`config.mk`:
```
export PLATFORM = sky130hd
export DESIGN_NAME = unified_mem_arbiter
export DESIGN_NICKNAME = d
export VERILOG_FILES = /design/src/rtl/unified_mem_arbiter.sv
export SDC_FILE = /design/constraint.sdc
export NUM_CORES = 1
export LEC_CHECK = 0
export BUFFER_PORTS_ARGS = -buffer_cell sky130_fd_sc_hd__buf_2
export CAP_MARGIN = 20
export CORE_MARGIN = 8
export CORE_UTILIZATION = 47
export CTS_CLUSTER_DIAMETER = 80
export DETAILED_ROUTE_END_ITERATION = 12
export PLACE_DENSITY = 0.8
export SKIP_CTS_REPAIR_TIMING = 1
export SYNTH_ARGS = -nofsm -noshare
export SYNTH_HDL_FRONTEND = slang
export SYNTH_SLANG_ARGS = --single-unit
```
`constraint.sdc`:
```
create_clock -name clk -period 2.37 [get_ports clk]
set_clock_uncertainty 0.2 [all_clocks]
set_input_delay 0.237 -clock clk [delete_from_list [all_inputs] [get_ports clk]]
set_output_delay 0.237 -clock clk [all_outputs]
set_load 0.01 [all_outputs]
```
`src/rtl/unified_mem_arbiter.sv`:
```
// ---------------------------------------------------------------------------
// unified_mem_arbiter
//
// Shares one single-port, variable-latency memory between the instruction
// fetch stage (if_*) and the load/store stage (dm_*) of the pipelined core.
// Each access is a REQ/WAIT/RESP sequence. Data accesses win arbitration. A
// starvation counter forces a pending fetch through after STARVE_MAX
// consecutive data grants. A per-access timeout turns a silent memory into an
// error completion.
//
// Ports
//   clk, rst_n             clock (rising edge), asynchronous active-low reset
//   if_req/if_addr         fetch request and address, held until if_ready
//   if_rdata/if_ready      fetch data and one-cycle completion pulse
//   dm_req/dm_we/dm_addr   data request, store flag, address
//   dm_wdata/dm_be         store data and byte enables
//   dm_rdata/dm_ready      load data and one-cycle completion pulse
//   bus_err                pulses with the ready of an access that timed out
//   mem_req..mem_be        registered request towards memory, held to mem_gnt
//   mem_gnt                memory accepted the request this cycle
//   mem_rvalid/mem_rdata   memory response (loads, fetches and store acks)
//   busy                   high whenever the arbiter is not idle
// ---------------------------------------------------------------------------
module unified_mem_arbiter #(
  parameter int AW         = 32,
  parameter int DW         = 32,
  parameter int STARVE_MAX = 4,
  parameter int TIMEOUT    = 16
) (
  input  logic            clk,
  input  logic            rst_n,
  input  logic            if_req,
  input  logic [AW-1:0]   if_addr,
  output logic [DW-1:0]   if_rdata,
  output logic            if_ready,
  input  logic            dm_req,
  input  logic            dm_we,
  input  logic [AW-1:0]   dm_addr,
  input  logic [DW-1:0]   dm_wdata,
  input  logic [DW/8-1:0] dm_be,
  output logic [DW-1:0]   dm_rdata,
  output logic            dm_ready,
  output logic            bus_err,
  output logic            mem_req,
  output logic            mem_we,
  output logic [AW-1:0]   mem_addr,
  output logic [DW-1:0]   mem_wdata,
  output logic [DW/8-1:0] mem_be,
  input  logic            mem_gnt,
  input  logic            mem_rvalid,
  input  logic [DW-1:0]   mem_rdata,
  output logic            busy
);

  typedef enum logic [1:0] {
    S_IDLE,
    S_REQ,
    S_WAIT,
    S_RESP
  } state_t;

  localparam int SW = $clog2(STARVE_MAX + 1);
  localparam int TW = $clog2(TIMEOUT + 1);
  localparam logic [SW-1:0] STARVE_LIM = SW'(STARVE_MAX);
  localparam logic [TW-1:0] TMO_LAST   = TW'(TIMEOUT - 1);

  state_t        state_q;
  state_t        state_d;
  logic          owner_dm_q;
  logic [SW-1:0] starve_cnt_q;
  logic [TW-1:0] tmo_cnt_q;

  logic dm_grant;
  logic if_grant;
  logic capture;
  logic abort;
  logic tmo_last;

  assign tmo_last = (tmo_cnt_q == TMO_LAST);

  // State register for the access sequencer.
  always_ff @(posedge clk or negedge rst_n) begin
    if (!rst_n) begin
      state_q <= S_IDLE;
    end else begin
      state_q <= state_d;
    end
  end

  // Next-state logic. In IDLE the data port wins unless a fetch is waiting
  // and the data port has already used up its consecutive-grant allowance.
  // A same-cycle grant+response in REQ skips WAIT. Reaching the last allowed
  // cycle without a response aborts, even if the grant arrives in that cycle.
  always_comb begin
    state_d  = state_q;
    dm_grant = 1'b0;
    if_grant = 1'b0;
    capture  = 1'b0;
    abort    = 1'b0;
    case (state_q)
      S_IDLE: begin
        if (dm_req && (!if_req || (starve_cnt_q < STARVE_LIM))) begin
          dm_grant = 1'b1;
        end else if (if_req) begin
          if_grant = 1'b1;
        end
        if (dm_grant || if_grant) begin
          state_d = S_REQ;
        end
      end
      S_REQ: begin
        if (mem_gnt && mem_rvalid) begin
          capture = 1'b1;
          state_d = S_RESP;
        end else if (tmo_last) begin
          abort   = 1'b1;
          state_d = S_RESP;
        end else if (mem_gnt) begin
          state_d = S_WAIT;
        end
      end
      S_WAIT: begin
        if (mem_rvalid) begin
          capture = 1'b1;
          state_d = S_RESP;
        end else if (tmo_last) begin
          abort   = 1'b1;
          state_d = S_RESP;
        end
      end
      S_RESP: begin
        state_d = S_IDLE;
      end
      default: begin
        state_d = S_IDLE;
      end
    endcase
  end

  // Datapath and registered outputs. The mem_* payload is latched once at
  // grant time, so it stays stable for the whole REQ phase regardless of what
  // the requesters do. Ready/bus_err are single-cycle pulses that coincide
  // with the RESP state. The rdata registers keep their value in between.
  always_ff @(posedge clk or negedge rst_n) begin
    if (!rst_n) begin
      owner_dm_q   <= 1'b0;
      starve_cnt_q <= '0;
      tmo_cnt_q    <= '0;
      mem_req      <= 1'b0;
      mem_we       <= 1'b0;
      mem_addr     <= '0;
      mem_wdata    <= '0;
      mem_be       <= '0;
      if_rdata     <= '0;
      if_ready     <= 1'b0;
      dm_rdata     <= '0;
      dm_ready     <= 1'b0;
      bus_err      <= 1'b0;
      busy         <= 1'b0;
    end else begin
      if_ready <= 1'b0;
      dm_ready <= 1'b0;
      bus_err  <= 1'b0;
      busy     <= (state_d != S_IDLE);

      if ((state_q == S_REQ) || (state_q == S_WAIT)) begin
        tmo_cnt_q <= tmo_cnt_q + TW'(1);
      end

      if (dm_grant || if_grant) begin
        owner_dm_q <= dm_grant;
        tmo_cnt_q  <= '0;
        mem_req    <= 1'b1;
        mem_we     <= dm_grant & dm_we;
        mem_addr   <= dm_grant ? dm_addr : if_addr;
        mem_wdata  <= dm_grant ? dm_wdata : '0;
        mem_be     <= dm_grant ? dm_be : '1;
      end

      // Consecutive data grants only count while a fetch is actually waiting.
      if (dm_grant) begin
        if (!if_req) begin
          starve_cnt_q <= '0;
        end else if (starve_cnt_q != STARVE_LIM) begin
          starve_cnt_q <= starve_cnt_q + SW'(1);
        end
      end else if (if_grant) begin
        starve_cnt_q <= '0;
      end

      if ((state_q == S_REQ) && (state_d != S_REQ)) begin
        mem_req <= 1'b0;
      end

      // An aborted access completes with zero data and the error flag.
      if (capture || abort) begin
        bus_err <= abort;
        if (owner_dm_q) begin
          dm_ready <= 1'b1;
          dm_rdata <= capture ? mem_rdata : '0;
        end else begin
          if_ready <= 1'b1;
          if_rdata <= capture ? mem_rdata : '0;
        end
      end
    end
  end

endmodule

```
=== Word level (Yosys, flattened, before mapping) ===
Index checks and enable logic that the tools add are counted.

* Output and inout bits: 138
* Flip-flop bits (word level): 149
* Input bits: 139
* Logic and storage cells: 82

* Reduce and logical (&&, ||, !) cells: 17
* $add $sub $neg: 2
* Magnitude comparators: 1
* Bitwise gates (word level): 2
* Eq/ne operators: 7
* Multiplexer cells: 38

{| class="wikitable"
|+ Operator list
! cell !! count
|-
| 32-bit two-way mux || 3
|-
| 1-bit two-way mux || 19
|-
| 2-bit two-way mux || 6
|-
| 3-bit two-way mux || 4
|-
| 5-bit two-way mux || 2
|-
| 2-bit case mux with 4 select lines || 1
|-
| 2-bit nonzero test || 4
|-
| 2-bit AND reduction || 3
|-
| 5-bit by 1-bit adder with 5-bit output, second input constant || 1
|-
| 5-bit by 4-bit equality test with 1-bit output, second input constant || 1
|-
| 1-bit logical OR || 5
|-
| 2-bit equality test, second input constant || 2
|-
| 4-bit two-way mux || 1
|-
| 1-bit case mux with 2 select lines || 2
|-
| 3-bit by 1-bit adder with 3-bit output, second input constant || 1
|-
| 1-bit logical AND || 3
|-
| 3-bit less-than comparator, second input constant || 1
|-
| 3-bit by 2-bit != test with 1-bit output, second input constant || 1
|-
| 3-bit != test, second input constant || 1
|-
| 2-bit by 1-bit equality test with 1-bit output, second input constant || 1
|-
| 2-bit logical NOT || 1
|-
| 2-bit by 1-bit != test with 1-bit output, second input constant || 1
|-
| 1-bit bitwise AND || 1
|-
| 1-bit logical NOT || 1
|-
| 1-bit NOT || 1
|}

=== Depth between registers and ports, before layout ===
* Depth in word-level cells: 11
* Mapped depth: 10
* Mapped depth without buffers: 8

=== Worst setup path before layout ===
OpenSTA, ideal clock, no wires.

* Path type: reg2reg
* Start: register tmo_cnt_q[0]
* End: register mem_req
* Library setup time: 0.119 ns
* Required time: 2.051 ns
* Arrival: 1.582 ns
* Path slack: 0.470 ns
* Stages on the path, launching flop included: 9
* Buffers on the path: 0
* Clock period less this slack: 1.900 ns
* Path through: dfrtp_1 -> ha_1 -> and3_1 -> ha_1 -> nor4_1 -> nor2_1 -> o31ai_1 -> o21ai_0 -> o21a_1

* Word-level cells in the longest chain between the ends: 7
* Elaborated cells on any way between the ends: 10
* Classes of those cells: eq/ne (2); mux (6); reduce/logical (2)

{| class="wikitable"
|+ RTL lines
! element !! RTL line !! RTL
|-
| from (decl) || 71 || <nowiki>logic [TW-1:0] tmo_cnt_q;</nowiki>
|-
| from (signal assigned) || 167 || <nowiki>tmo_cnt_q <= tmo_cnt_q + TW'(1);</nowiki>
|-
| 5-bit by 4-bit equality test with 1-bit output * || 79 || <nowiki>assign tmo_last = (tmo_cnt_q == TMO_LAST);</nowiki>
|-
| 2-bit two-way mux (on tied branches) || 126, 115 ||
|-
| 2-bit two-way mux (on tied branches) || 123, 112 ||
|-
| 2-bit case mux with 4 select lines * || 100 || <nowiki>case (state_q)</nowiki>
|-
| 2-bit by 1-bit != test with 1-bit output * || 191 || <nowiki>if ((state_q == S_REQ) && (state_d != S_REQ)) begin</nowiki>
|-
| 1-bit logical AND * || 191 ||
|-
| 1-bit two-way mux or 2-bit nonzero test (tied branches) || - ||
|-
| to (signal assigned) || 149 || <nowiki>mem_req <= 1'b0;</nowiki>
|-
| to (signal assigned) || 173 || <nowiki>mem_req <= 1'b1;</nowiki>
|-
| to (signal assigned) || 192 || <nowiki>mem_req <= 1'b0;</nowiki>
|-
| to (decl) || 44 || <nowiki>output logic mem_req,</nowiki>
|}

Mark *: on every way between the ends. The rest lies on a longest branch, timed or not.
A chain may end at the register's enable or synchronous reset.

=== Worst setup path after layout ===
* Start: register state_q[1]
* End: register dm_rdata[8]

* Word-level cells in the longest chain between the ends: 4
* Elaborated cells on any way between the ends: 7
* Classes of those cells: eq/ne (2); mux (3); reduce/logical (2)

{| class="wikitable"
|+ RTL lines
! element !! RTL line !! RTL
|-
| from (decl) || 67 || <nowiki>state_t state_q;</nowiki>
|-
| from (signal assigned) || 86 || <nowiki>state_q <= state_d;</nowiki>
|-
| 2-bit equality test or 2-bit by 1-bit equality test with 1-bit output (tied branches) || 100 ||
|-
| 1-bit case mux with 2 select lines || 100 ||
|-
| 1-bit logical OR || 196 || <nowiki>if (capture || abort) begin</nowiki>
|-
| 2-bit AND reduction (no line) || - ||
|-
| to (signal assigned) || 200 || <nowiki>dm_rdata <= capture ? mem_rdata : '0;</nowiki>
|-
| to (decl) || 41 || <nowiki>output logic [DW-1:0] dm_rdata,</nowiki>
|}

Parallel ways exist; a longest one is shown, timed or not.

==> metrics <==
outcome=finished, violations left; failing checks=hold timing; via count=5,921; WL met2=~10,000 microns; clock-pin slew on the worst setup and hold paths=0.06 ns; Initial Util=0.476; fin nets=1,066; Synth async-reset ratio=1.00; crit-path max FO=33; number of synthesized register bits=approximately 150; cell family with most CP delay=compound AO/OA/AOI/OAI gates; die footprint=17,200 sq um; commonest cells after routing, fill and taps aside=buf_2, dfrtp_1, dlygate4sd3_1; Avg Cell Area, Syn=11.1 sq um; final std cells w/o fill=1,109; vias per inst=5.34; Max-cap violations=0; Post-synth EDFFs=0; CTS tree=done; Post-synth top flop=dfrtp_1; Synth warnings=0; CP Class=flip-flop to flip-flop; Fin. Hold Viols=8; Worst Tran Pin Value=0.588 ns; ordered list of cells on the worst path=inv_1, ha_1, o21ai_1, a21oi_2, nand2_2, buf_12, a32o_1; I/O pin count=277; Max Used Layer=met4; row cnt=42; layout cells sized above 1=0.361; DR pass1 iterations=5; Horiz. Die Dim=approximately 130 microns; number of global-route vias before repair=~5.5k; wire length on met3=2110 microns; post-DP HPWL=around 13,000 microns; commonest non-fill, non-tap cell in the layout=buf_2; first-pass GRT wire length=28,800 microns; CP Data Required Time=2.47 ns; Synthesized Nets=710; final WL=about 21,000 microns; Post-Syn Area=6250 sq um; routed len/inst=18.7 microns; Hold Path Class=input pin to flip-flop; # port buffers=276; final worst path period need=2.12 ns; clock latency on the worst-skew pair=0.42 ns; Post-Synthesis Cells=563; Max-Slew Margin vs Limit=0.608; Pins Over Slew Limit=0; cts bufs inserted=17; post-route setup slack=0.248 ns; DP Cell Count=984; core footprint=13,100 sq um; Reg area=about 3700 sq um; Post-Place Setup Slack=0.297 ns; post-route ant nets=0; Total GRT Usage=0.207; Max rail drop VDD=roughly 640 uV; Pwr Density=1260 nW/um^2; Critical Path Max Stage Delay=0.48 ns; Yosys cell types=41; initial antenna violation count=0; Clock Path Buffers=2; CTS Sinks=about 150; P_leak=4.52 nW; Peak Freq=471 MHz; Root Driver=clkbuf_16; hold slack=-0.0271 ns; P&R area growth vs syn=48.1%; DRC viols=0; area of the multi-input gates=2180 sq um; post-layout util=0.705; sequential area share after synthesis=0.596; Worst path slowest cell=ha_1; routability cong.=roughly 0.84; fin crit share=0.896; CP startpoint kind=flip-flop; CTS H-Tree Depth=4; DRT iter0 DRCs=403; Setup TNS=0 ns; largest net degree at the start of global routing=65; RSZ-0062 raised after global routing=no; final setup fails=0; crit path DAT=2.22 ns; grt ovf=0; M1 WL=between 7000 and 8000 microns; crit end category=flip-flop; Die Span Y=131 microns; CP bufs+invs=2; fill count=899
registers in the layout, indices dropped and copies added (netlist names), 2 cells and up:
register and count:
dm_rdata 32, if_rdata 32, mem_addr 32, mem_wdata 32, tmo_cnt_q 5, mem_be 4, starve_cnt_q 3, state_q 2
cells in the mapped netlist (all sizes together), types with 2 or more instances:
master,n,area share
clkbuf,13,0.0084
inv,10,0.0060
nand2,74,0.046
a22o,34,0.048
buf,34,0.042
ha,8,0.016
a21oi,38,0.032
dfrtp,149,0.60
xor2,2,0.0028
a32o,32,0.051
nand3b,32,0.038
mux2i,2,0.0032
and3,2,0.0020
nor2,43,0.027
o22a,4,0.0056
o21ai,71,0.058
logic make-up after synthesis:
kind of cell | synth area share
compound gates | 0.201
simple gates | 0.121
flops | 0.596
buf+inv | 0.0560
fa+ha+maj | 0.0160
xor+xnor | 0.00420
mux | 0.00500
worst min-delay path, cell delays in order:
cell and delay (ns):
buf_2 0.08, o21ai_0 0.08, a21oi_1 0.15
final timing paths:
kind / from / end / slack [ns] / cells past startpoint
worst max-delay path: state_q[1] / dm_rdata[8] / 0.25 / 7
max in group asynchronous: rst_n / mem_wdata[29] / 1.13 / 3
worst min register to register: if_rdata[7] / if_rdata[7] / 0.28 / 2
worst min-delay path: dm_addr[20] / mem_addr[20] / -0.03 / 3
min in group asynchronous: rst_n / dm_rdata[31] / 0.17 / 2
worst max register to register: state_q[1] / dm_rdata[8] / 0.25 / 7
routing by layer:
| layer | vias up | GRT usage |
|---|---|---|
| met2 | 313 | 0.330 |
| met3 | 41 | 0.0903 |
| met4 | 0 | 0.0766 |
| met1 | 2840 | 0.243 |
| li1 | 2727 | - |
| met5 | - | 0 |
area by class of cell:
| class | count | area share |
|---|---|---|
| inverters | 10 | 0.00405 |
| well taps | 176 | 0.0238 |
| repair buffers | 384 | 0.269 |
| multi-input cells | 357 | 0.235 |
| clock buffers | 19 | 0.0489 |
| clock inverters | 13 | 0.0159 |
| flip-flops and latches | 149 | 0.403 |
| diodes | 1 | 0.000270 |
power breakdown:
part / total [mW] / internal (mW) / switching [mW]
Clock: 2.70 / 1.62 / 1.08
Sequential: 4.35 / 3.67 / 0.682
Combinational: 4.65 / 1.99 / 2.66
Total: 11.7 / 7.28 / 4.42
stage by stage:
step	cell area (sq um)	hold WS (ns)	power (mW)
after floorplan	6250	-0.259	7.00
after global placement	7740	0.0562	8.68
after detailed placement	7740	0.0590	8.81
after CTS	8340	-0.399	11.6
after global routing	9260	0.00308	12.4
final	9260	-0.0271	11.7
Note: power is estimated with default switching activity, not from simulation.
